### config.mk
export PLATFORM = sky130hd
export DESIGN_NAME = mem_bus_bridge
export DESIGN_NICKNAME = d
export VERILOG_FILES = /design/src/rtl/mem_bus_bridge.sv
export SDC_FILE = /design/constraint.sdc
export NUM_CORES = 1
export LEC_CHECK = 0
export ABC_CLOCK_PERIOD_IN_PS = 1800
export CORE_MARGIN = 4
export CORE_UTILIZATION = 38
export DETAILED_ROUTE_END_ITERATION = 16
export GPL_ROUTABILITY_DRIVEN = 0
export PLACE_DENSITY = 0.75
export SETUP_SLACK_MARGIN = 0.4
export SYNTH_ARGS = -nofsm -noshare
export SYNTH_HDL_FRONTEND = slang
export SYNTH_SLANG_ARGS = --single-unit
export TNS_END_PERCENT = 10
### constraint.sdc
create_clock -name clk -period 1.8 [get_ports clk]
set_clock_uncertainty 0.15 [all_clocks]
set_input_delay 0.36 -clock clk [delete_from_list [all_inputs] [get_ports clk]]
set_output_delay 0.36 -clock clk [all_outputs]
set_load 0.005 [all_outputs]
### src/rtl/mem_bus_bridge.sv
// Data-bus bridge: turns core byte/halfword/word requests into one word-addressed,
// byte-enabled memory transaction with req/ack handshake and an ack watchdog.
module mem_bus_bridge #(
    parameter int unsigned TIMEOUT = 255
) (
    input  logic        clk,
    input  logic        res,
    input  logic [31:0] db_addr,
    input  logic [1:0]  db_accessType,
    input  logic [1:0]  db_memLen,
    input  logic [31:0] db_dataOut,
    output logic [31:0] db_dataIn,
    output logic        db_ready,
    output logic [1:0]  db_fault,
    output logic        mem_req,
    output logic        mem_we,
    output logic [29:0] mem_addr,
    output logic [3:0]  mem_be,
    output logic [31:0] mem_wdata,
    input  logic [31:0] mem_rdata,
    input  logic        mem_ack
);
    localparam int unsigned CNT_W = $clog2(TIMEOUT + 1);

    typedef enum logic [1:0] {IDLE = 2'd0, BUSY = 2'd1, DONE = 2'd2} state_t;

    state_t             state_q, state_d;
    logic               mem_req_q, mem_req_d;
    logic               mem_we_q, mem_we_d;
    logic [29:0]        mem_addr_q, mem_addr_d;
    logic [3:0]         mem_be_q, mem_be_d;
    logic [31:0]        mem_wdata_q, mem_wdata_d;
    logic [31:0]        db_dataIn_q, db_dataIn_d;
    logic [1:0]         db_fault_q, db_fault_d;
    logic [CNT_W-1:0]   cnt_q, cnt_d;
    logic [1:0]         off_q, off_d;
    logic [1:0]         len_q, len_d;

    logic accept;
    logic legal;
    logic timeout_hit;

    function automatic logic is_legal(input logic [1:0] len, input logic [1:0] off);
        case (len)
            2'd0:    return 1'b1;
            2'd1:    return ~off[0];
            2'd2:    return (off == 2'd0);
            default: return 1'b0;
        endcase
    endfunction

    function automatic logic [3:0] byte_en(input logic [1:0] len, input logic [1:0] off);
        case (len)
            2'd0:    return 4'b0001 << off;
            2'd1:    return off[1] ? 4'b1100 : 4'b0011;
            default: return 4'b1111;
        endcase
    endfunction

    function automatic logic [31:0] lane_data(input logic [1:0] len, input logic [31:0] d);
        case (len)
            2'd0:    return {4{d[7:0]}};
            2'd1:    return {2{d[15:0]}};
            default: return d;
        endcase
    endfunction

    // Move the addressed lane(s) down to bit 0 and clear everything above the access length.
    function automatic logic [31:0] steer_read(input logic [1:0] len, input logic [1:0] off,
                                               input logic [31:0] rdata);
        logic [31:0] shifted;
        shifted = rdata >> {off, 3'b000};
        case (len)
            2'd0:    return {24'd0, shifted[7:0]};
            2'd1:    return {16'd0, shifted[15:0]};
            default: return shifted;
        endcase
    endfunction

    assign accept      = (state_q != BUSY) && (db_accessType != 2'd0);
    assign legal       = is_legal(db_memLen, db_addr[1:0]);
    assign timeout_hit = (cnt_q == CNT_W'(TIMEOUT - 1));

    always_ff @(posedge clk) begin
        if (res) begin
            state_q     <= IDLE;
            mem_req_q   <= 1'b0;
            mem_we_q    <= 1'b0;
            mem_addr_q  <= '0;
            mem_be_q    <= '0;
            mem_wdata_q <= '0;
            db_dataIn_q <= '0;
            db_fault_q  <= '0;
            cnt_q       <= '0;
            off_q       <= '0;
            len_q       <= '0;
        end else begin
            state_q     <= state_d;
            mem_req_q   <= mem_req_d;
            mem_we_q    <= mem_we_d;
            mem_addr_q  <= mem_addr_d;
            mem_be_q    <= mem_be_d;
            mem_wdata_q <= mem_wdata_d;
            db_dataIn_q <= db_dataIn_d;
            db_fault_q  <= db_fault_d;
            cnt_q       <= cnt_d;
            off_q       <= off_d;
            len_q       <= len_d;
        end
    end

    always_comb begin
        state_d = state_q;
        case (state_q)
            IDLE, DONE: begin
                if (accept) state_d = legal ? BUSY : DONE;
                else        state_d = IDLE;
            end
            BUSY: begin
                if (mem_ack || timeout_hit) state_d = DONE;
            end
            default: state_d = IDLE;
        endcase
    end

    always_comb begin
        mem_req_d   = mem_req_q;
        mem_we_d    = mem_we_q;
        mem_addr_d  = mem_addr_q;
        mem_be_d    = mem_be_q;
        mem_wdata_d = mem_wdata_q;
        db_dataIn_d = db_dataIn_q;
        db_fault_d  = db_fault_q;
        cnt_d       = cnt_q;
        off_d       = off_q;
        len_d       = len_q;
        case (state_q)
            IDLE, DONE: begin
                if (accept) begin
                    off_d = db_addr[1:0];
                    len_d = db_memLen;
                    if (legal) begin
                        mem_req_d   = 1'b1;
                        mem_we_d    = (db_accessType == 2'd2);
                        mem_addr_d  = db_addr[31:2];
                        mem_be_d    = byte_en(db_memLen, db_addr[1:0]);
                        mem_wdata_d = lane_data(db_memLen, db_dataOut);
                        cnt_d       = '0;
                    end else begin
                        db_fault_d  = 2'd1;
                        db_dataIn_d = '0;
                    end
                end
            end
            BUSY: begin
                // An ack in the final watchdog cycle still completes normally.
                if (mem_ack) begin
                    mem_req_d   = 1'b0;
                    db_fault_d  = 2'd0;
                    db_dataIn_d = mem_we_q ? 32'd0 : steer_read(len_q, off_q, mem_rdata);
                end else if (timeout_hit) begin
                    mem_req_d   = 1'b0;
                    db_fault_d  = 2'd2;
                    db_dataIn_d = '0;
                end else begin
                    cnt_d = cnt_q + 1'b1;
                end
            end
            default: ;
        endcase
    end

    assign db_ready  = (state_q == DONE);
    assign db_dataIn = db_dataIn_q;
    assign db_fault  = db_fault_q;
    assign mem_req   = mem_req_q;
    assign mem_we    = mem_we_q;
    assign mem_addr  = mem_addr_q;
    assign mem_be    = mem_be_q;
    assign mem_wdata = mem_wdata_q;
endmodule
======== Word-level counts from Yosys, hierarchy flattened ========
Index checks and enable logic that the tools add are counted.
word-level totals
  flip-flop bits (word level) ............. 116
  bits in latches ......................... 0
  RAM bits ................................ 0
  ROM bits ................................ 0
  input port bits ......................... 103
  output and inout bits ................... 103
  logic and storage cells ................. 74
  memories kept ........................... 0
operators by class
  add/subtract/negate cells ............... 1
  multipliers ............................. 0
  div/mod/pow operators ................... 0
  order comparisons ....................... 0
  eq/ne operators ......................... 15
  shift-type cells ........................ 2
  muxes and demuxes ....................... 30
  bitwise gates (word level) .............. 1
  reductions and logical operators ........ 14
operators with widths
  cell                   number
  $pmux W32 S2           3
  $mux W32               5
  $mux W8                4
  $shr A32 B5 Y32        1
  $pmux W8 S2            1
  $mux W2                7
  $ne A2 B2 Y1 const B   6
  $add A8 B1 Y8 const B  1
  $eq A8 B8 Y1 const B   1
  $logic_not A2 Y1       4
  $pmux W2 S2            2
  $pmux W4 S2            1
  $reduce_and A4 Y1      2
  $eq A2 B1 Y1 const B   3
  $eq A2 B2 Y1 const B   3
  $reduce_and A5 Y1      1
  $mux W1                4
  $mux W4                1
  $reduce_bool A2 Y1     2
  $shl A1 B2 Y4 const A  1
  $ne A3 B3 Y1 const B   1
  $pmux W1 S3            1
  $reduce_and A3 Y1      1
  $ne A2 B1 Y1 const B   1
  other kinds (6)        6

======== Logic depth before layout (Yosys ltp) ========
Gate-level depths: netlist of the first run.
  word-level depth ........................ 5
  depth in mapped cells ................... 9
  mapped depth without buffers ............ 7

======== Worst setup path before layout of the first run ========
No wires, ideal clock.
  path type ............................... input-to-reg
  start point ............................. input port db_memLen[0]
  end point ............................... register cnt_q[6]
  library setup time ...................... 0.121 ns
  arrival time ............................ 1.559 ns
  required time ........................... 1.529 ns
  setup slack ............................. -0.030 ns
  stages .................................. 7
  buffers on the path ..................... 2
  cell sequence ........................... buf_6 > or3_4 > a21oi_2 > or2_1 > buf_2 > nor2_1 > mux2_2
between the ends
  word-level cells in the longest chain between the ends .. 4
  elaborated cells between the ends (all ways) .. 6
  those cells by class .................... eq/ne (3); mux (1); reduce/logical (2)
RTL lines
  item                                  RTL line  source
  start, declared                       10        input logic [1:0] db_memLen,
  $eq A2 B2 Y1 (tied with other cells)  44        case (len)
  $pmux W1 S3 *                         44
  $ne A2 B2 Y1 (no line) *              -
  $reduce_and A5 Y1 (no line) *         -
  end signal, assigned                  106       cnt_q <= cnt_d;
  end, declared                         35        logic [CNT_W-1:0] cnt_q, cnt_d;
Mark *: on every way between the ends. The rest lies on a longest branch, timed or not.
A chain may end at the register's enable or synchronous reset.

======== Worst setup path in the final report of the first run ========
  start point ............................. register cnt_q[0]
  end point ............................... register db_dataIn_q[24], in the netlist db_dataIn[24]
between the ends
  word-level cells in the longest chain between the ends .. 3
RTL lines
  item                         RTL line  source
  $eq A8 B8 Y1                 82        assign timeout_hit = (cnt_q == CNT_W'(TIMEOUT - 1));
  $ne A3 B3 Y1 (no line)       -
  $reduce_and A4 Y1 (no line)  -
  end signal, assigned         104       db_dataIn_q <= db_dataIn_d;
  end, declared                33        logic [31:0] db_dataIn_q, db_dataIn_d;
Every way passes these cells.

==> results of run 1 <==
cells in the mapped netlist, types with 2 or more instances:
cell | count | area share, %
buf_4 | 2 | 0.31
o21ai_0 | 19 | 1.9
buf_6 | 4 | 0.92
a32o_1 | 8 | 1.6
a211oi_1 | 12 | 1.8
dfxtp_1 | 116 | 47
a211o_1 | 8 | 1.4
a311oi_1 | 11 | 2.0
clkbuf_1 | 20 | 1.5
xnor2_1 | 5 | 0.89
buf_1 | 3 | 0.23
o2bb2ai_1 | 8 | 1.4
a21o_1 | 2 | 0.31
a2111oi_2 | 2 | 0.61
ha_1 | 2 | 0.51
o21bai_1 | 3 | 0.46
nand3_1 | 4 | 0.41
nand2_1 | 131 | 10
buf_2 | 15 | 1.5
o211ai_1 | 8 | 1.2
nor2b_1 | 11 | 1.4
a22o_1 | 16 | 2.9
nor2_1 | 32 | 2.4
and2b_1 | 2 | 0.31
a21oi_1 | 57 | 5.8
mux2i_1 | 32 | 6.5
inv_1 | 4 | 0.31
nor2_2 | 2 | 0.25
kinds of logic (layout without fill, tap and decap cells):
family                   Yosys count  count (layout)  synth area share, %
XOR/XNOR                           5               5               0.8921
buffers and inverters             49             319                4.894
flip-flops                       116             116                47.31
adder cells (fa/ha/maj)            2               2               0.5097
AO/OA/AOI/OAI                    163             163                23.20
multiplexers                      33              33                6.755
AND/OR/NAND/NOR                  191             191                16.44
cell type report:
class | count | area (um^2)
flip-flops and latches | 116 | 2338
clock inverters | 4 | 45.04
clock buffers | 26 | 519.2
inverters | 5 | 18.77
fillers | 1026 | 4079
repair buffers | 284 | 2875
well taps | 172 | 215.2
multi-input cells | 394 | 2529
worst max-delay path by stage:
stage                    endpoint  cells after the start
floorplan           db_dataIn[12]                      8
global placement     mem_wdata[4]                      8
detailed placement      mem_be[2]                      7
CTS                      cnt_q[6]                      7
global route             cnt_q[5]                      5
finish              db_dataIn[24]                      8
critical path, delay by kind of cell, from the launching register on:
| kind | cells | cell delay [ns] |
|---|---|---|
| buffers and inverters | 2 | 0.22 |
| AO/OA/AOI/OAI | 3 | 0.46 |
| flip-flops | 1 | 0.32 |
| adder cells (fa/ha/maj) | 1 | 0.13 |
| AND/OR/NAND/NOR | 2 | 0.31 |
metal layers:
metal	wire, um	track usage [%]
met3	1817	9.378
met4	445	10.22
met2	8629	37.75
met1	6860	24.99
met5	0	0
repair_timing:
action	4_1_cts	5_1_grt
pin swaps	11	13
gates cloned	5	7
buffers inserted	13	6
endpoints found under the setup margin	215	212
resized for setup	158	19
flip-flops by register name, indices dropped and copies added (netlist names):
signal	count
mem_be	4
mem_addr	30
db_dataIn	32
mem_we	1
len_q	2
off_q	2
db_fault	2
state_q	2
mem_req	1
mem_wdata	32
cnt_q	8
power by group:
| part | leakage (nW) | switching (mW) | internal [mW] |
|---|---|---|---|
| combinational | 2.50 | 0.671 | 0.831 |
| clock | 0.282 | 1.13 | 2.09 |
| sequential | 0.952 | 0.0860 | 2.72 |
per-stage QoR:
step | cells | cell area [um^2] | power, mW | utilization [%] | setup TNS, ns
2_1_floorplan | 559 | 4936 | 3.389 | - | 0
3_3_place_gp | 940 | 7440 | 4.101 | 58.95 | -44.19
3_5_place_dp | 940 | 7440 | 4.128 | 58.95 | -48.23
4_1_cts | 988 | 8262 | 7.419 | 65.47 | 0
5_1_grt | 1001 | 8541 | 7.791 | 67.68 | 0
6_report | 1001 | 8541 | 7.527 | 67.68 | 0
==> flow_metrics.py, run 1 <==
metrics = {
    "global_route": {
        "antenna_found_initial": 0,
        "grt_pass1_wl_mm": 26.31,
        "grt_pass1_vias": 5296,
        "grt.total_usage_pct": 22.54,
        "grt_max_degree": 73,
        "grt_overflow": 0,
    },
    "drt": {
        "dr.pass1.iters": 5,
        "drc": 0,
        "final_antenna_net_count": 0,
        "vias": 5307,
        "drt_iter0_drc": 400,
        "drt-total-wl_mm": 17.75,
        "wl_per_cell_um": 17.74,
        "via_per_inst": 5.302,
    },
    "hold_path": {
        "hp-class": "input pin to register",
        "hold_path_end": "db_fault[0]",
        "min-delay-start": "res",
        "worstHoldPathCells": 3,
    },
    "critical_path": {
        "critPathKind": "register to register",
        "required_ns": 1.95,
        "critPathLaunchType": "register",
        "regToRegEndpoint": "db_dataIn[24]",
        "r2r_slack_ns": 0.10,
        "crit_path_start": "cnt_q[0]",
        "cp.arrival_ns": 1.85,
        "cp_slowest_cell": "dfxtp_2",
        "end_kind": "register",
        "path_cells": "inv_2, ha_4, nand3_4, o21bai_4, a21boi_2, and2b_4, buf_12, a22o_1",
        "max_stage_delay_ns": 0.32,
        "rr_startpoint": "cnt_q[0]",
        "worstPathMaxFanout": 8,
        "rr_worst_depth": 8,
    },
    "placement": {
        "hpwl_mm": 11.62,
        "io_buffers": 205,
        "preCtsSetupSlack_ns": -0.5472,
    },
    "timing": {
        "slew_viol_final": 0,
        "fin_crit_ns": 1.695,
        "finalSetupViolations": 0,
        "period_share_pct": 94.19,
        "max_freq_mhz": 589.8,
        "relSlewSlack_pct": 51.61,
        "hold-worst-slack_ns": 0.2072,
        "rsz0062_at_grt": "true",
        "worstMarginPinSlew_ns": 0.7243,
        "setup_ws_ns": 0.1046,
        "finalHoldViolations": 0,
    },
    "synth": {
        "synth_seq_area_share_pct": 47.31,
        "yosysWarnings": 0,
        "postSynthAreaPerCell_um2": 8.781,
        "netlist_area_um2": 4908,
        "ys.flop_type": "dfxtp_1",
        "syn-instance-count": 559,
        "synth_edf_count": 0,
        "syn_nets": 664,
        "ys_types": 48,
        "ys_seq_elements": 116,
        "synthArstFlopShare_pct": 0,
    },
    "cells_and_area": {
        "layout_common_cells": "nand2_1, dfxtp_1, dlygate4sd2_1",
        "insertedDiodeCount": 0,
        "syn2layout_area_growth_pct": 74.00,
        "drive_above_1_share_pct": 19.42,
        "mostFrequentLayoutCell": "nand2_1",
        "fin_nets": 923,
    },
    "floorplanning": {
        "core_um2": 12620,
        "ioPinCount": 206,
        "dieArea_um2": 14800,
        "start_util_pct": 38.90,
        "die_h_um": 121.7,
        "die_w_um": 121.7,
        "rows": 41,
    },
    "pwr": {
        "power.density_nw_per_um2": 881.3,
        "peakVddDrop_mv": 0.5409,
        "p_leak_nw": 3.729,
    },
    "cts": {
        "cts_max_path_buffers": 2,
        "clkSlewWorstSetupHoldPaths_ns": 0.05,
        "hold_buffers": 0,
        "cts_made_buffers": 17,
        "cts_sinks": 116,
        "cts_tree": "done",
        "htree_levels": 4,
        "clk_latency_ns": 0.41,
        "root_buffer": "clkbuf_16",
    },
    "run": {
        "maxCapViolCount": 0,
    },
    "outcome": {
        "status": "finished, final reports clean",
    },
}
Power figures use the tool's default switching activity.
==> inputs of run 2 (changes only) <==
ABC_CLOCK_PERIOD_IN_PS = 1490   (was 1800)
clock period = 1.49 ns   (was 1.8 ns; I/O delays follow)
==> flow_metrics.py, run 2 (same netlist as run 1, synthesis figures left out) <==
metrics = {
    "floorplanning": {
        "core_um2": 12620,
        "rows": 41,
        "ioPinCount": 206,
        "die_h_um": 121.7,
        "start_util_pct": 38.90,
        "dieArea_um2": 14800,
        "die_w_um": 121.7,
    },
    "placement": {
        "io_buffers": 205,
        "hpwl_mm": 11.69,
        "postPlaceCellArea_um2": 7686,
    },
    "drt": {
        "vias": 5329,
        "drc": 0,
        "wl_per_cell_um": 17.54,
        "drt-total-wl_mm": 18.01,
        "dr.pass1.iters": 5,
        "via_per_inst": 5.189,
        "final_antenna_net_count": 0,
        "drt_iter0_drc": 342,
    },
    "timing": {
        "setup_ws_ns": -0.2781,
        "period_share_pct": 118.7,
        "max_freq_mhz": 565.6,
        "slew_viol_final": 0,
        "rsz0062_at_grt": "true",
        "finalHoldViolations": 0,
        "finalSetupViolations": 107,
        "worstMarginPinSlew_ns": 0.6785,
        "relSlewSlack_pct": 54.67,
        "fin_crit_ns": 1.768,
    },
    "cts": {
        "root_buffer": "clkbuf_16",
        "cts_max_path_buffers": 2,
        "cts_tree": "done",
        "hold_buffers": 0,
        "htree_levels": 4,
        "clkSlewWorstSetupHoldPaths_ns": 0.05,
        "cts_made_buffers": 17,
        "cts_sinks": 116,
        "clk_latency_ns": 0.41,
    },
    "outcome": {
        "failed_checks": "setup timing",
        "status": "complete, but fails checks",
    },
    "hold_path": {
        "worstHoldPathCells": 3,
        "hold_path_end": "state_q[1]",
        "hp-class": "input pin to register",
        "min-delay-start": "res",
    },
    "pwr": {
        "comb_power_share_pct": 20.3,
        "p_int_mw": 7.153,
        "p_leak_nw": 3.565,
        "power.density_nw_per_um2": 1068,
        "p_seq_share_pct": 35.6,
        "peakVddDrop_mv": 0.7872,
        "p_sw_share_pct": 25.08,
        "power_switching_mw": 2.395,
        "clockPowerShare_pct": 44.1,
        "finalPower_mw": 9.548,
    },
    "global_route": {
        "grt_max_degree": 66,
        "grt_pass1_vias": 5533,
        "grt_overflow": 0,
        "antenna_found_initial": 1,
        "grt_pass1_wl_mm": 27.17,
        "grt.total_usage_pct": 23.25,
    },
    "cells_and_area": {
        "regArea_um2": 2347,
        "drive_above_1_share_pct": 36.53,
        "fin_nets": 946,
        "multi_input_area_um2": 2678,
        "syn2layout_area_growth_pct": 82.18,
        "mostFrequentLayoutCell": "nand2_1",
        "layout_common_cells": "nand2_1, dfxtp_1, clkdlybuf4s50_1",
        "final_area_um2": 8942,
        "num-fill-cells": 944,
    },
    "critical_path": {
        "rr_startpoint": "state_q[0]",
        "end_kind": "register",
        "worstPathMaxFanout": 8,
        "r2r_slack_ns": -0.28,
        "required_ns": 1.64,
        "cp.arrival_ns": 1.92,
        "regToRegEndpoint": "mem_wdata[15]",
        "critPathKind": "register to register",
        "rr_worst_depth": 8,
        "critPathLaunchType": "register",
    },
    "run": {
        "maxCapViolCount": 0,
    },
}
run 2: area by class of cell:
type,count,share of cell area (%)
diodes,1,0.02798
clock buffers,22,5.415
clock inverters,10,1.427
inverters,5,0.2099
multi-input cells,394,29.94
flip-flops and latches,116,26.25
well taps,172,2.407
repair buffers,307,34.32
run 2: stage by stage:
stage                     hold slack (ns)  setup TNS, ns  setup slack (ns)  instances  util [%]
after detailed placement           0.2996         -79.58           -0.8221        969     60.91
after floorplan                    0.2446         -17.24           -0.2311        559         -
after CTS                         0.03934         -14.13           -0.1924       1020     69.20
after global routing              0.05343         -24.36           -0.3372       1027     70.86
after global placement             0.2920         -75.72           -0.7443        969     60.91
final                             0.05399         -18.07           -0.2781       1027     70.86
run 2: critical path, cell delays in order (launching register included):
cell	delay, ns
dfxtp_4	0.37
o21bai_4	0.18
buf_6	0.14
a21oi_4	0.13
buf_12	0.15
buf_12	0.10
buf_16	0.11
nor2_1	0.05
a311oi_1	0.28
run 2: power groups by stage:
stage	combinational, mW	sequential [mW]	clock, mW
CTS	1.80	3.39	4.28
global placement	1.60	3.44	0
detailed placement	1.63	3.45	0
floorplan	0.655	3.44	0
global route	2.07	3.42	4.43
finish	1.94	3.40	4.21
run 2: timing repair:
item,in CTS,in global routing
gates cloned,7,2
setup buffers,12,4
endpoints found under the setup margin,219,219
resized for setup,351,83
pin swaps,25,18
run 2: how the worst max path moves through the flow:
stage,start,endpoint,slack (ns),cells after the start
floorplan,db_memLen[0],cnt_q[6],-0.23,7
global placement,db_addr[1],mem_wdata[13],-0.74,6
detailed placement,db_memLen[0],mem_wdata[20],-0.82,6
CTS,cnt_q[0],db_dataIn[25],-0.19,8
global route,state_q[0],cnt_q[3],-0.34,6
finish,state_q[0],mem_wdata[15],-0.28,8
run 2: routing by layer:
metal	global-route usage, %	share of wire [%]	vias to the layer above
met5	0	0	-
met4	10.29	2.6	0
met3	9.842	9.5	39
met2	39.31	49	233
met1	25.46	39	2520
li1	-	-	2537
